<file path="src/rtl/riscv_run_ctrl.sv">
// Run controller for the single-cycle RISC-V core: IMEM program load, timed core reset
// release, halt-store detection and run-cycle counting. Define RUN_CTRL_WATCHDOG_EN for the run watchdog.
module riscv_run_ctrl #(
   parameter int unsigned DW         = 32,
   parameter int unsigned AW         = 32,
   parameter int unsigned IMEM_WORDS = 64,
   parameter int unsigned RST_CYCLES = 2,
   parameter int unsigned HALT_ADDR  = 100,
   parameter int unsigned HALT_VALUE = 25,
   parameter int unsigned MAX_CYCLES = 1000,
   parameter int unsigned CNT_W      = 32
) (
   input  logic                          clk,
   input  logic                          reset,
   input  logic                          cmd_load,
   input  logic                          cmd_run,
   input  logic                          ld_valid,
   input  logic [DW-1:0]                 ld_data,
   input  logic                          ld_last,
   output logic                          ld_ready,
   output logic                          imem_we,
   output logic [$clog2(IMEM_WORDS):0]   imem_addr,
   output logic [DW-1:0]                 imem_wdata,
   output logic                          core_reset,
   input  logic                          dmem_we,
   input  logic [AW-1:0]                 dmem_addr,
   input  logic [DW-1:0]                 dmem_wdata,
   output logic                          busy,
   output logic                          done,
   output logic                          fault,
   output logic [CNT_W-1:0]              cycle_count,
   output logic [$clog2(IMEM_WORDS):0]   words_loaded
);

   localparam int unsigned IW = $clog2(IMEM_WORDS) + 1;
   localparam int unsigned HW = (RST_CYCLES > 1) ? $clog2(RST_CYCLES) : 1;
   localparam logic [IW-1:0]    FULL      = IW'(IMEM_WORDS);
   localparam logic [HW-1:0]    HOLD_INIT = HW'(RST_CYCLES - 1);
   localparam logic [CNT_W-1:0] WD_LIMIT  = CNT_W'(MAX_CYCLES - 1);

`ifdef RUN_CTRL_WATCHDOG_EN
   localparam bit WD_EN = 1'b1;
`else
   localparam bit WD_EN = 1'b0;
`endif

   typedef enum logic [2:0] {
      S_IDLE,
      S_LOAD,
      S_HOLD,
      S_RUN,
      S_DONE,
      S_FAULT
   } state_t;

   state_t        state, state_nx;
   logic [HW-1:0] hold_cnt;
   logic          xfer;
   logic          halt;
   logic          watchdog;

   assign halt     = dmem_we && (dmem_addr == AW'(HALT_ADDR)) && (dmem_wdata == DW'(HALT_VALUE));
   assign watchdog = WD_EN && (cycle_count == WD_LIMIT);

   // Status outputs decode the state register only, so they never see the inputs.
   assign busy       = (state == S_LOAD) || (state == S_HOLD) || (state == S_RUN);
   assign done       = (state == S_DONE);
   assign fault      = (state == S_FAULT);
   assign core_reset = (state != S_RUN);

   always_comb begin
      state_nx   = state;
      ld_ready   = (state == S_LOAD) && (words_loaded < FULL);
      xfer       = ld_valid && ld_ready;
      imem_we    = xfer;
      imem_addr  = words_loaded;
      imem_wdata = ld_data;
      case (state)
         S_IDLE, S_DONE, S_FAULT: begin
            if (cmd_load)
               state_nx = S_LOAD;
            else if (cmd_run)
               state_nx = S_HOLD;
         end
         S_LOAD: begin
            // A full IMEM without ld_last spends one cycle with ld_ready low, then faults.
            if (words_loaded == FULL)
               state_nx = S_FAULT;
            else if (xfer && ld_last)
               state_nx = S_IDLE;
         end
         S_HOLD: begin
            if (hold_cnt == '0)
               state_nx = S_RUN;
         end
         S_RUN: begin
            if (halt)
               state_nx = S_DONE;
            else if (watchdog)
               state_nx = S_FAULT;
         end
         default: state_nx = S_IDLE;
      endcase
   end

   always_ff @(posedge clk) begin
      if (reset) begin
         state        <= S_IDLE;
         hold_cnt     <= '0;
         cycle_count  <= '0;
         words_loaded <= '0;
      end else begin
         state <= state_nx;
         case (state)
            S_IDLE, S_DONE, S_FAULT: begin
               if (cmd_load) begin
                  words_loaded <= '0;
               end else if (cmd_run) begin
                  cycle_count <= '0;
                  hold_cnt    <= HOLD_INIT;
               end
            end
            S_LOAD: begin
               if (xfer)
                  words_loaded <= words_loaded + IW'(1);
            end
            S_HOLD: begin
               if (hold_cnt != '0)
                  hold_cnt <= hold_cnt - HW'(1);
            end
            S_RUN: begin
               if (cycle_count != '1)
                  cycle_count <= cycle_count + CNT_W'(1);
            end
            default: ;
         endcase
      end
   end

endmodule

</file>
<file path="config.mk">
export PLATFORM = sky130hd
export DESIGN_NAME = riscv_run_ctrl
export DESIGN_NICKNAME = d
export VERILOG_FILES = /design/src/rtl/riscv_run_ctrl.sv
export SDC_FILE = /design/constraint.sdc
export NUM_CORES = 1
export LEC_CHECK = 0
export CELL_PAD_IN_SITES_DETAIL_PLACEMENT = 0
export CELL_PAD_IN_SITES_GLOBAL_PLACEMENT = 1
export CORE_UTILIZATION = 25
export CTS_CLUSTER_DIAMETER = 50
export DETAILED_ROUTE_END_ITERATION = 10
export MAX_ROUTING_LAYER = met4
export PLACE_DENSITY_LB_ADDON = 0.1
export REMOVE_ABC_BUFFERS = 1
export SKIP_LAST_GASP = 1
export SLEW_MARGIN = 15
export SYNTH_ARGS = -nofsm -noshare
export SYNTH_HDL_FRONTEND = slang
export SYNTH_SLANG_ARGS = --single-unit
</file>
<file path="constraint.sdc">
create_clock -name clk -period 2.5 [get_ports clk]
set_input_delay 0.75 -clock clk [delete_from_list [all_inputs] [get_ports clk]]
set_output_delay 0.75 -clock clk [all_outputs]
set_load 0.02 [all_outputs]
</file>
=== Word level (Yosys, flattened, before mapping) ===
Cells that the tools add are included.

* Input port bits: 103
* Output and inout bits: 84
* Register bits: 43

* Equality and inequality tests: 19
* Order comparisons: 1
* Reductions and logical operators: 16
* Multiplexer cells: 18
* Add/sub/neg operators: 3

{| class="wikitable"
|+ Operators by type and width
! operator !! number
|-
| $mux 32 || 3
|-
| $pmux 32 s2 || 1
|-
| $add 32x1->32 const B || 1
|-
| $eq 32x5->1 const B || 1
|-
| $eq 32x7->1 const B || 1
|-
| $ne 32x32->1 const B || 1
|-
| $mux 3 || 6
|-
| $mux 7 || 2
|-
| $pmux 7 s2 || 1
|-
| $ne 2x2->1 const B || 6
|-
| $pmux 3 s4 || 1
|-
| $reduce_and 4->1 || 2
|-
| $add 7x1->7 const B || 1
|-
| $eq 7x7->1 const B || 1
|-
| $lt 7x7->1 const B || 1
|-
| $eq 3x2->1 const B || 2
|-
| $eq 3x3->1 const B || 2
|-
| $reduce_and 3->1 || 2
|-
| $reduce_bool 2->1 || 3
|-
| $logic_and 1x1->1 || 5
|-
| $eq 3x1->1 const B || 1
|-
| $logic_not 3->1 || 1
|-
| $mux 1 || 3
|-
| $ne 3x1->1 const B || 1
|-
| 7 further kinds || 8
|}

=== Depth between registers and ports, before layout ===
Gate-level depths: netlist of run 1.

* Depth after elaboration: 7
* Mapped depth: 9

=== Worst setup path after synthesis of run 1 ===
No wires, ideal clock.

* Path type: input to output
* From: input ld_valid
* To: output imem_we
* Arrival time: 1.632 ns
* Data required time: 1.750 ns
* Buffers on the path: 0
* Slack: 0.118 ns
* Cell stages on the path: 3
* Path through: nor2b_1 > mux2i_1 > nor3_1

* Longest elaborated chain between the ends: 1

{| class="wikitable"
|+ Ends and longest elaborated chain
! item !! line !! text
|-
| start, declared || 17 || <nowiki>input logic ld_valid,</nowiki>
|-
| $logic_and 1x1->1 || 74 || <nowiki>xfer = ld_valid && ld_ready;</nowiki>
|-
| end, declared || 21 || <nowiki>output logic imem_we,</nowiki>
|}

No other way between the ends.

=== Final worst setup path of run 1 ===
* From: input dmem_wdata[9]
* To: register state[0]

* Longest elaborated chain between the ends: 4

{| class="wikitable"
|+ Ends and longest elaborated chain
! item !! line !! text
|-
| start, declared || 27 || <nowiki>input logic [DW-1:0] dmem_wdata,</nowiki>
|-
| $eq 32x5->1 || 62 || <nowiki>assign halt = dmem_we && (dmem_addr == AW'(HALT_ADDR)) && (dmem_wdata == DW'(HALT_VALUE));</nowiki>
|-
| $logic_and 1x1->1 || 62 ||
|-
| $ne 2x2->1 (no source line) || - ||
|-
| $reduce_and 4->1 (no source line) || - ||
|-
| end signal, assigned || 113 || <nowiki>state <= state_nx;</nowiki>
|-
| end, declared || 56 || <nowiki>state_t state, state_nx;</nowiki>
|}

No other way between the ends.
A chain may end at the register's enable or synchronous reset.

==> results of run 1 <==
==> cells by family after synthesis <==
family	after synthesis	synth area share
and+or+nand+nor	182	0.3615
AOI/OAI and AO/OA	73	0.1543
muxes	6	0.02030
buffers and inverters	68	0.1455
adders and majority gates	3	0.01269
DFF	43	0.2909
xor gates and xnor gates	5	0.01480
==> routing by layer <==
layer | share of wire | vias up | track usage
li1 | - | 1617 | -
met1 | 0.47 | 1544 | 0.2402
met2 | 0.42 | 166 | 0.2613
met3 | 0.11 | 9 | 0.08311
met4 | 0.0078 | 0 | 0.03200
met5 | 0 | - | -
==> placed cells by master (no fill, tap or decap), types with 3 or more instances in the layout <==
cell type	Yosys	routed
o31ai_1	10	10
and3_1	6	6
nand4_1	18	18
nor2_1	22	22
a21oi_1	28	28
nor2b_1	4	3
mux2i_1	6	5
inv_1	12	12
nor3_2	2	4
ha_1	3	3
or3_1	10	10
dlymetal6s2s_1	0	5
nand3_1	21	20
nand2b_1	6	6
xnor2_1	5	5
nor4_1	20	19
o21ai_0	13	13
or4_1	13	13
o21ai_1	4	4
dfxtp_1	43	42
nand2_1	30	30
nor3_1	9	7
clkbuf_16	0	5
buf_4	41	45
a31oi_1	6	6
clkdlybuf4s50_1	0	114
==> cell type report <==
type	count	area share
multi-input combinational	269	0.3771
timing repair buffer	169	0.3494
sequential	43	0.1871
tap	143	0.03883
clock buffer	6	0.03014
inverter	12	0.009775
clock inverter	2	0.007602
==> through the flow <==
| stage | TNS [ns] | std cells |
|---|---|---|
| finish | 0 | 644 |
| global route | -0.00004907 | 644 |
| CTS | -0.09461 | 643 |
| detailed placement | -7.765 | 635 |
| global placement | -7.478 | 635 |
| floorplan | -6.656 | 324 |
==> sequential cells by signal (all words and copies together) (netlist names) <==
register     cells
cycle_count     32
imem_addr        7
state            3
hold_cnt         1
==> worst reg2reg max path, cell delays in order, from the launching register on <==
cell and delay [ns]:
dfxtp_1 0.46, nand4_2 0.22, or4_4 0.58, nor3_2 0.21
buf_4 0.27, nor3_1 0.10, a211o_1 0.23
==> worst min-delay path by stage <==
stage / to / cells past startpoint / slack, ns / start
after floorplan: hold_cnt$_SDFFE_PP0P_ / 2 / 0.49 / hold_cnt$_SDFFE_PP0P_
after global placement: cycle_count[11]$_SDFFE_PP0P_ / 2 / 0.49 / cycle_count[11]$_SDFFE_PP0P_
after detailed placement: cycle_count[19]$_SDFFE_PP0P_ / 2 / 0.49 / cycle_count[19]$_SDFFE_PP0P_
after CTS: cycle_count[19]$_SDFFE_PP0P_ / 2 / 0.50 / cycle_count[19]$_SDFFE_PP0P_
after global routing: cycle_count[10]$_SDFFE_PP0P_ / 2 / 0.52 / cycle_count[10]$_SDFFE_PP0P_
final: cycle_count[19]$_SDFFE_PP0P_ / 2 / 0.50 / cycle_count[19]$_SDFFE_PP0P_
==> where the power goes <==
part           switching [mW]  leakage, nW  internal, mW  total [mW]
clock                   0.279       0.0868         0.497       0.776
combinational           0.353         1.21         0.363       0.716
sequential             0.0189        0.347         0.708       0.726
==> repair_timing <==
action | CTS | global route
gates resized for setup | 14 | 14
endpoints found under the setup margin | 11 | 23
pin swaps | 1 | 2
setup buffers | 0 | 1
==> results.md, run 1 <==
- Status: completed
- Crit path kind: primary input to flop
- Peak supply drop: 315.6 uV
- FFs w/ async S/R, synth: 0
- Core Util, Final: 0.4019
- Post-synthesis register bit count: 43
- Worst-path clk slew: about 0.070 ns
- Core box area: 11470 um^2
- Fill count: 1196
- CTS tree: done
- Initial core utilization: 0.2580
- CTS Root Cell: clkbuf_16
- Cell area power density: 481.4 nW/um^2
- CP most frequent cell: buf_4
- R2R Path End: cycle_count[6]$_SDFFE_PP0P_
- Final instance area: 4608 um^2
- Final hold vios: 0
- RePlAce Congestion: 0.8209
- Critical-path top delay cell: o41a_1
- # rows: 39
- Ys flop type: dfxtp_1
- Reg area: 862.1 um^2
- Max incr delay on CP: 0.43 ns
- Worst R2R Setup Slack: around 0.33 ns
- Yosys cell types: 51
- Multi-input gate area: 1738 um^2
- Hold buffers post-CTS: 0
- Synth Warn #: 0
- Die area: 12280 um^2
- I/O Pins: about 190
- Worst-margin pin slew: 0.5741 ns
- CP Data Arrival Time: 2.56 ns
- Top cells by area, synth: dfxtp_1 (29%), buf_4 (10%), a21oi_1 (4.7%)
- TritonCTS Buffers: 5
- Hold_ws: 0.5043 ns
- Final Slew Violations: 0
- HP Class: flop to flop
- First-pass GRT wire length: 17460 um
- Leakage power: approximately 1.6 nW
- Number of diodes: 0
- Via count: 3336
- Number of flops mapped to enable cells by yosys: 0
- Worst Path Buf+Inv: 3
- Die H: between 100 and 150 um
- Via/cell ratio: about 5.2
- Largest net degree at the start of global routing: 21
- Crit-path cells: clkdlybuf4s50_1 > nor4b_2 > buf_4 > nand4_1 > nor3_2 > buf_4 > a21oi_1 > o41a_1
- Antenna Nets Post-Route: 0
- Critical R2R Launch: cycle_count[16]$_SDFFE_PP0P_
- Critical Path RT: 2.67 ns
- GRT Resource Usage Total: 0.1838
- Buffers on Ports: about 120
- Crit path time final: 2.391 ns
- Clock latency on the worst-skew pair: 0.29 ns
- Seq/Total Area, Yosys: 0.2909
- Element type at the critical path end: flop
- Share of post-route cells with drive strength above 1: 0.1557
- Initial drt markers: between 100 and 150
- H-tree depth: 2
- Area after DPL: 4344 um^2
- Highest Clock Rate: 0.4182 GHz
- Reg2reg path depth: 6
- Top cells by count, synth: dfxtp_1 (43), buf_4 (41), nand2_1 (30)
- WL final: 11130 um
- Nets: roughly 610
- CP Depth: 8
- Max_cap viols: 0
- P&R area growth vs syn: 55.73%
- Overflow after GRT: 0
- Rel. slew slack: 0.6138
- Cells after Synth: 380
- Die width: 110.8 um
- Most frequent cell after synthesis: dfxtp_1
- Post-Place Worst Slack: -0.6190 ns
- Clock Sinks: 43
- Largest delay contributor family on the critical path: buffers and inverters
- Cell taking the most area after synthesis: dfxtp_1
- Synthesized cell area: 2959 um^2
- Vias in the first global route: 3031
- Crit path max fanout: 2
- Initial antenna violation count: 0
- Clock Skew: 0.01033 ns
- Longest Clk Path Bufs: 2
- Setup slack after layout: 0.1088 ns
- Crit path from: dmem_wdata[9]
- Final worst-path cycle share: 0.9565
- Average cell area after synthesis: 7.787 um^2
- Post-synth top area share: 0.2909
- Startpoint types: primary input
- Initial DRT Pass Iterations: 4
- Total power: 2.218 mW
- Final setup violation count: 0
- Drt wl/cell: 17.28 um
- Worst setup endpoint: state[0]$_SDFFE_PP0P_
- Residual DRC: 0
- DP Wirelength: 8577 um
No activity file was read; power rests on OpenSTA's default activity.
==> run 2: changes to the inputs <==
- HOLD_SLACK_MARGIN: default -> 0.02
- MAX_ROUTING_LAYER: met4 -> default
==> run 2 against run 1 <==
Critical path depth unchanged. Setup slack better by 0.0028 ns. Sequential power about the same. Via count down 0.63%. Clock power about the same. Critical path type unchanged. Power up 0.12%. Global-route usage down 0.51 points. Register-to-register slack about the same. Utilization unchanged. Count of clock-buffer cells in the layout unchanged. Largest cell class unchanged. Fmax up 0.12%. Non-clock buffer count unchanged.
==> results.md, run 2 (synthesized netlist as in run 1, its figures left out) <==
- Commonest non-fill, non-tap cell in the layout: clkdlybuf4s50_1 (unchanged)
- Antenna Nets Post-Route: 0 (unchanged)
- Crit-path cells: clkdlybuf4s50_1 > nor4b_2 > buf_4 > nand4_1 > nor3_2 > buf_4 > a21oi_1 > o41a_1 (unchanged)
- Initial antenna violation count: 0 (unchanged)
- Vias in the first global route: 3035 (was 3031)
- CTS tree: done (unchanged)
- Hold buffers post-CTS: 0 (unchanged)
- WL final: 11130 um (about the same)
- Via count: 3315 (was 3336)
- WL met1: 5189 um (was 5180 um)
- Buffers on Ports: 122 (unchanged)
- Initial DRT Pass Iterations: 4 (unchanged)
- Final instance area: 4608 um^2 (unchanged)
- Clock latency on the worst-skew pair: 0.29 ns (about the same)
- Max layer used: met4 (unchanged)
- Clock Sinks: 43 (unchanged)
- DP Wirelength: 8577 um (unchanged)
- Leakage power: 1.647 nW (unchanged)
- Element type at the critical path end: flop (unchanged)
- Residual DRC: 0 (unchanged)
- Largest register FFs: 32 (unchanged)
- I/O Pins: 187 (unchanged)
- Post-Place Worst Slack: -0.6190 ns (unchanged)
- Startpoint types: primary input (unchanged)
- First-pass GRT wire length: 17430 um (was 17460 um)
- Core Util, Final: 0.4019 (unchanged)
- Worst-margin pin slew: 0.5752 ns (was 0.5741 ns)
- Via/cell ratio: 5.148 (was 5.180)
- Initial drt markers: 137 (was 115)
- Clock Skew: 0.01026 ns (was 0.01033 ns)
- Met3 Wirelength: 1215 um (was 1204 um)
- Critical-path top delay cell: o41a_1 (unchanged)
- Largest reg by FF count: cycle_count (unchanged)
- Status: completed (unchanged)
- Metal2 WL: 4641 um (was 4655 um)
- Final setup violation count: 0 (unchanged)
- Nets: 606 (unchanged)
- CTS Root Cell: clkbuf_16 (unchanged)
- Initial core utilization: 0.2580 (unchanged)
- Die width: 110.8 um (unchanged)
- Area after DPL: 4344 um^2 (unchanged)
- TritonCTS Buffers: 5 (unchanged)
- Core box area: 11470 um^2 (unchanged)
- P&R area growth vs syn: 55.73% (unchanged)
- Crit path time final: 2.388 ns (was 2.391 ns)
- Most frequent cells in the layout: clkdlybuf4s50_1 (114), buf_4 (45), dfxtp_1 (42) (unchanged)
- Hold_ws: 0.5037 ns (was 0.5043 ns)
- Crit path max fanout: 2 (unchanged)
- Final Slew Violations: 0 (unchanged)
- Final worst-path cycle share: 0.9554 (was 0.9565)
- Highest Clock Rate: 0.4187 GHz (was 0.4182 GHz)
- Final hold vios: 0 (unchanged)
- RePlAce Congestion: 0.8091 (was 0.8209)
- Max_cap viols: 0 (unchanged)
- Overflow after GRT: 0 (unchanged)
- Largest net degree at the start of global routing: 21 (unchanged)
- Max incr delay on CP: 0.43 ns (about the same)
- CP Data Arrival Time: 2.56 ns (about the same)
- Setup slack after layout: 0.1116 ns (was 0.1088 ns)
- H-tree depth: 2 (unchanged)
- Worst-path clk slew: 0.07 ns (about the same)
- Die area: 12280 um^2 (unchanged)
- Rel. slew slack: 0.6130 (was 0.6138)
- Crit path from: dmem_wdata[9] (unchanged)
- HP Class: flop to flop (unchanged)
- Crit path kind: primary input to flop (unchanged)
- Cell area power density: 482.0 nW/um^2 (was 481.4 nW/um^2)
- # rows: 39 (unchanged)
- Number of diodes: 0 (unchanged)
- Largest delay contributor family on the critical path: buffers and inverters (unchanged)
- Critical Path RT: 2.67 ns (about the same)
- Total power: 2.221 mW (was 2.218 mW)
- Share of post-route cells with drive strength above 1: 0.1557 (unchanged)
- Hold_sp: cycle_count[19]$_SDFFE_PP0P_ (unchanged)
- CP most frequent cell: buf_4 (unchanged)
- Die H: 110.8 um (unchanged)
- Drt wl/cell: 17.28 um (about the same)
- Peak supply drop: 315.8 uV (was 315.6 uV)
- Critical R2R Launch: cycle_count[16]$_SDFFE_PP0P_ (unchanged)
- Worst Path Buf+Inv: 3 (unchanged)
- GRT Resource Usage Total: 0.1787 (was 0.1838)
- Longest Clk Path Bufs: 2 (unchanged)
[run 2: cell counts in the layout (fill, tap and decap cells not counted)]
Identical to the previous run, type by type.
[run 2: path summary, 6_finish.rpt]
check | endpoint | slack (ns) | cells after the start
setup / recovery | state[0]$_SDFFE_PP0P_ | 0.11 | 8
setup reg to reg | cycle_count[6]$_SDFFE_PP0P_ | 0.33 | 6
hold / removal | cycle_count[19]$_SDFFE_PP0P_ | 0.50 | 2
hold reg to reg | cycle_count[19]$_SDFFE_PP0P_ | 0.50 | 2
[run 2: routing by layer]
layer | up-vias | GRT usage
met5 | - | 0.03750
met4 | 0 | 0.03378
met3 | 9 | 0.08256
met2 | 156 | 0.2596
met1 | 1531 | 0.2382
li1 | 1619 | -
[run 2: through the flow]
stage	std cells	TNS (ns)
2_1_floorplan	324	-6.656
3_3_place_gp	635	-7.478
3_5_place_dp	635	-7.765
4_1_cts	643	-0.09461
5_1_grt	644	-0.00005862
6_report	644	0
[run 2: final cells by class]
cell class	count	area, um^2
fill	1196	6859
inverter	12	45.04
clock buffer	6	138.9
sequential	43	862.1
clock inverter	2	35.03
multi-input combinational	269	1738
timing repair buffer	169	1610
tap	143	178.9
[run 2: worst reg2reg max path: cells and delay by family, from the launching register on]
kind	cells	cell delay, ns
AND/OR/NAND/NOR	4	1.11
flip-flops	1	0.46
buffers and inverters	1	0.27
AO/OA/AOI/OAI	1	0.22
[run 2: where the power goes]
part / leakage [nW] / internal [mW] / switching [mW]
clock network: 0.0868 / 0.497 / 0.280
registers: 0.347 / 0.707 / 0.0194
logic: 1.21 / 0.363 / 0.354
total: 1.65 / 1.57 / 0.654
[run 2: repair_timing]
item,4_1_cts,5_1_grt
cloned,0,0
gates resized for setup,14,14
pin swaps,1,2
buffers inserted,0,1
setup endpoints to repair,11,23
hold endpoints to repair,0,0
==> run 3: changes to the inputs <==
- CORE_MARGIN: default -> 2
- REMOVE_ABC_BUFFERS: 1 -> default
==> run 3 against run 2 <==
Critical path type unchanged. Combinational power increased by 2%. Global-route usage decreased by 2.3 points. Register-to-register slack about the same. Non-clock buffer count increased by 1. Hold slack improved by 0.0066 ns. First-iteration DRC count decreased by 24%. Critical path depth unchanged. Sequential cell count unchanged. Count of clock-buffer cells in the layout decreased by 1. Wire length decreased by 6.9%. Largest power group is now combinational cells. Utilization decreased by 0.48 points. Die area increased by 3.6%.
==> results.md, run 3 (synthesized netlist as in run 1, its figures left out) <==
- Status: completed (unchanged)
- Share of post-route cells with drive strength above 1: 0.1474 (was 0.1557)
- Highest Clock Rate: 0.4158 GHz (was 0.4187 GHz)
- CP Data Arrival Time: 2.58 ns (was 2.56 ns)
- Number of diodes: 0 (unchanged)
- CTS tree: done (unchanged)
- Die width: 112.8 um (was 110.8 um)
- Largest register FFs: 32 (unchanged)
- Initial antenna violation count: 0 (unchanged)
- Crit-path cells: dlygate4sd2_1 > buf_4 > or3b_4 > o21ai_4 > buf_6 > nand2_2 > or4_4 > mux2i_1 (was clkdlybuf4s50_1 > nor4b_2 > buf_4 > nand4_1 > nor3_2 > buf_4 > a21oi_1 > o41a_1)
- Final worst-path cycle share: 0.9620 (was 0.9554)
- Startpoint types: primary input (unchanged)
- Largest reg by FF count: cycle_count (unchanged)
- Final Slew Violations: 0 (unchanged)
- Final setup violation count: 0 (unchanged)
- Vias in the first global route: 3205 (was 3035)
- Clock Skew: 0.006681 ns (was 0.01026 ns)
- Largest delay contributor family on the critical path: simple AND/OR/NAND/NOR gates (was buffers and inverters)
- H-tree depth: 2 (unchanged)
- Non-Filler Instances: 645 (was 644)
- Max incr delay on CP: 0.54 ns (was 0.43 ns)
- Most frequent cells in the layout: clkdlybuf4s50_1 (115), dfxtp_1 (43), buf_4 (43) (was clkdlybuf4s50_1 (114), buf_4 (45), dfxtp_1 (42))
- Overflow after GRT: 0 (unchanged)
- Clock latency on the worst-skew pair: 0.28 ns (was 0.29 ns)
- Crit path kind: primary input to flop (unchanged)
- Initial drt markers: 104 (was 137)
- Die area: 12720 um^2 (was 12280 um^2)
- # rows: 39 (unchanged)
- Nets: 607 (was 606)
- Worst-path clk slew: 0.06 ns (was 0.07 ns)
- Critical Path RT: 2.67 ns (about the same)
- Longest Clk Path Bufs: 2 (unchanged)
- Multi-input gate area: 1710 um^2 (was 1738 um^2)
- Hold_ws: 0.5103 ns (was 0.5037 ns)
- Die H: 112.8 um (was 110.8 um)
- Reg area: 860.8 um^2 (was 862.1 um^2)
- CTS Root Cell: clkbuf_16 (unchanged)
- Crit path time final: 2.405 ns (was 2.388 ns)
- Element type at the critical path end: flop (unchanged)
- Initial DRT Pass Iterations: 4 (unchanged)
- Clock Sinks: 43 (unchanged)
- Antenna Nets Post-Route: 0 (unchanged)
- I/O Pins: 187 (unchanged)
- TritonCTS Buffers: 5 (unchanged)
- RePlAce Congestion: 0.7898 (was 0.8091)
- First-pass GRT wire length: 16230 um (was 17430 um)
- Rel. slew slack: 0.6068 (was 0.6130)
- HP Class: flop to flop (unchanged)
- GRT Resource Usage Total: 0.1557 (was 0.1787)
- Critical-path top delay cell: or4_4 (was o41a_1)
- Worst Path Buf+Inv: 3 (unchanged)
- Crit path max fanout: 4 (was 2)
- Final hold vios: 0 (unchanged)
- Commonest non-fill, non-tap cell in the layout: clkdlybuf4s50_1 (unchanged)
- Via/cell ratio: 5.153 (was 5.148)
- Residual DRC: 0 (unchanged)
- Hold buffers post-CTS: 0 (unchanged)
- Initial core utilization: 0.2580 (unchanged)
- Largest net degree at the start of global routing: 39 (was 21)
- Core Util, Final: 0.3971 (was 0.4019)
- Via count: 3324 (was 3315)
- Max_cap viols: 0 (unchanged)
- Leakage power: 1.596 nW (was 1.647 nW)
- Core box area: 11470 um^2 (unchanged)
- Peak supply drop: 267.3 uV (was 315.8 uV)
- Fill count: 1206 (was 1196)
- Drt wl/cell: 16.07 um (was 17.28 um)
- Setup slack after layout: 0.09493 ns (was 0.1116 ns)
- P&R area growth vs syn: 53.87% (was 55.73%)
- DP Wirelength: 8071 um (was 8577 um)
- WL final: 10370 um (was 11130 um)
- Post-Place Worst Slack: -0.5720 ns (was -0.6190 ns)
- Worst-margin pin slew: 0.5844 ns (was 0.5752 ns)
- Buffers on Ports: 122 (unchanged)
- Cell area power density: 460.1 nW/um^2 (was 482.0 nW/um^2)
- RSZ-0062 raised after global routing: false
- Syn Nets: 486
- Placed Cells incl. Taps: 632 (was 635)
-- run 3: tightest hold or removal path, delay by kind of cell, from the launching register on --
family | cells | cell delay (ns)
DFF | 1 | 0.34
AOI/OAI and AO/OA | 2 | 0.14
-- run 3: layout make-up --
class,count,share of cell area
clock buffers,5,0.02748
clock inverters,3,0.003298
inverters,12,0.009893
multi-input cells,269,0.3757
flip-flops and latches,43,0.1891
well taps,143,0.03930
repair buffers,170,0.3553
-- run 3: through the flow --
stage	setup TNS (ns)	power (mW)	instance area, um^2
floorplan	0	1.132	2959
global placement	-7.144	1.442	4334
detailed placement	-7.245	1.442	4334
CTS	0	2.121	4546
global route	0	2.208	4553
finish	0	2.095	4553
-- run 3: repair_timing --
action / CTS / global route
gates cloned: 0 / 0
endpoints found under the setup margin: 13 / 2
gates resized for setup: 20 / 2
buffers inserted: 5 / 0
pin swaps: 7 / 0
-- run 3: final timing paths --
kind                           startpoint                      endpoint  slack (ns)  cells past startpoint
max reg2reg   cycle_count[1]$_SDFFE_PP0P_   cycle_count[6]$_SDFFE_PP0P_        0.32                      7
min reg2reg  cycle_count[11]$_SDFFE_PP0P_  cycle_count[11]$_SDFFE_PP0P_        0.51                      2
max                              cmd_load  cycle_count[10]$_SDFFE_PP0P_        0.09                      8
min          cycle_count[11]$_SDFFE_PP0P_  cycle_count[11]$_SDFFE_PP0P_        0.51                      2
-- run 3: per-layer routing --
layer	track usage	part of all wire	up-vias
met2	0.2507	0.45	138
met5	0	0	-
met3	0.04017	0.089	13
met4	0.03740	0.011	0
li1	-	-	1628
met1	0.2090	0.45	1545
-- run 3: power breakdown --
group	leakage (nW)	switching (mW)	internal, mW	total [mW]
registers	0.347	0.0169	0.708	0.725
logic	1.18	0.363	0.367	0.730
clock network	0.0733	0.275	0.365	0.640
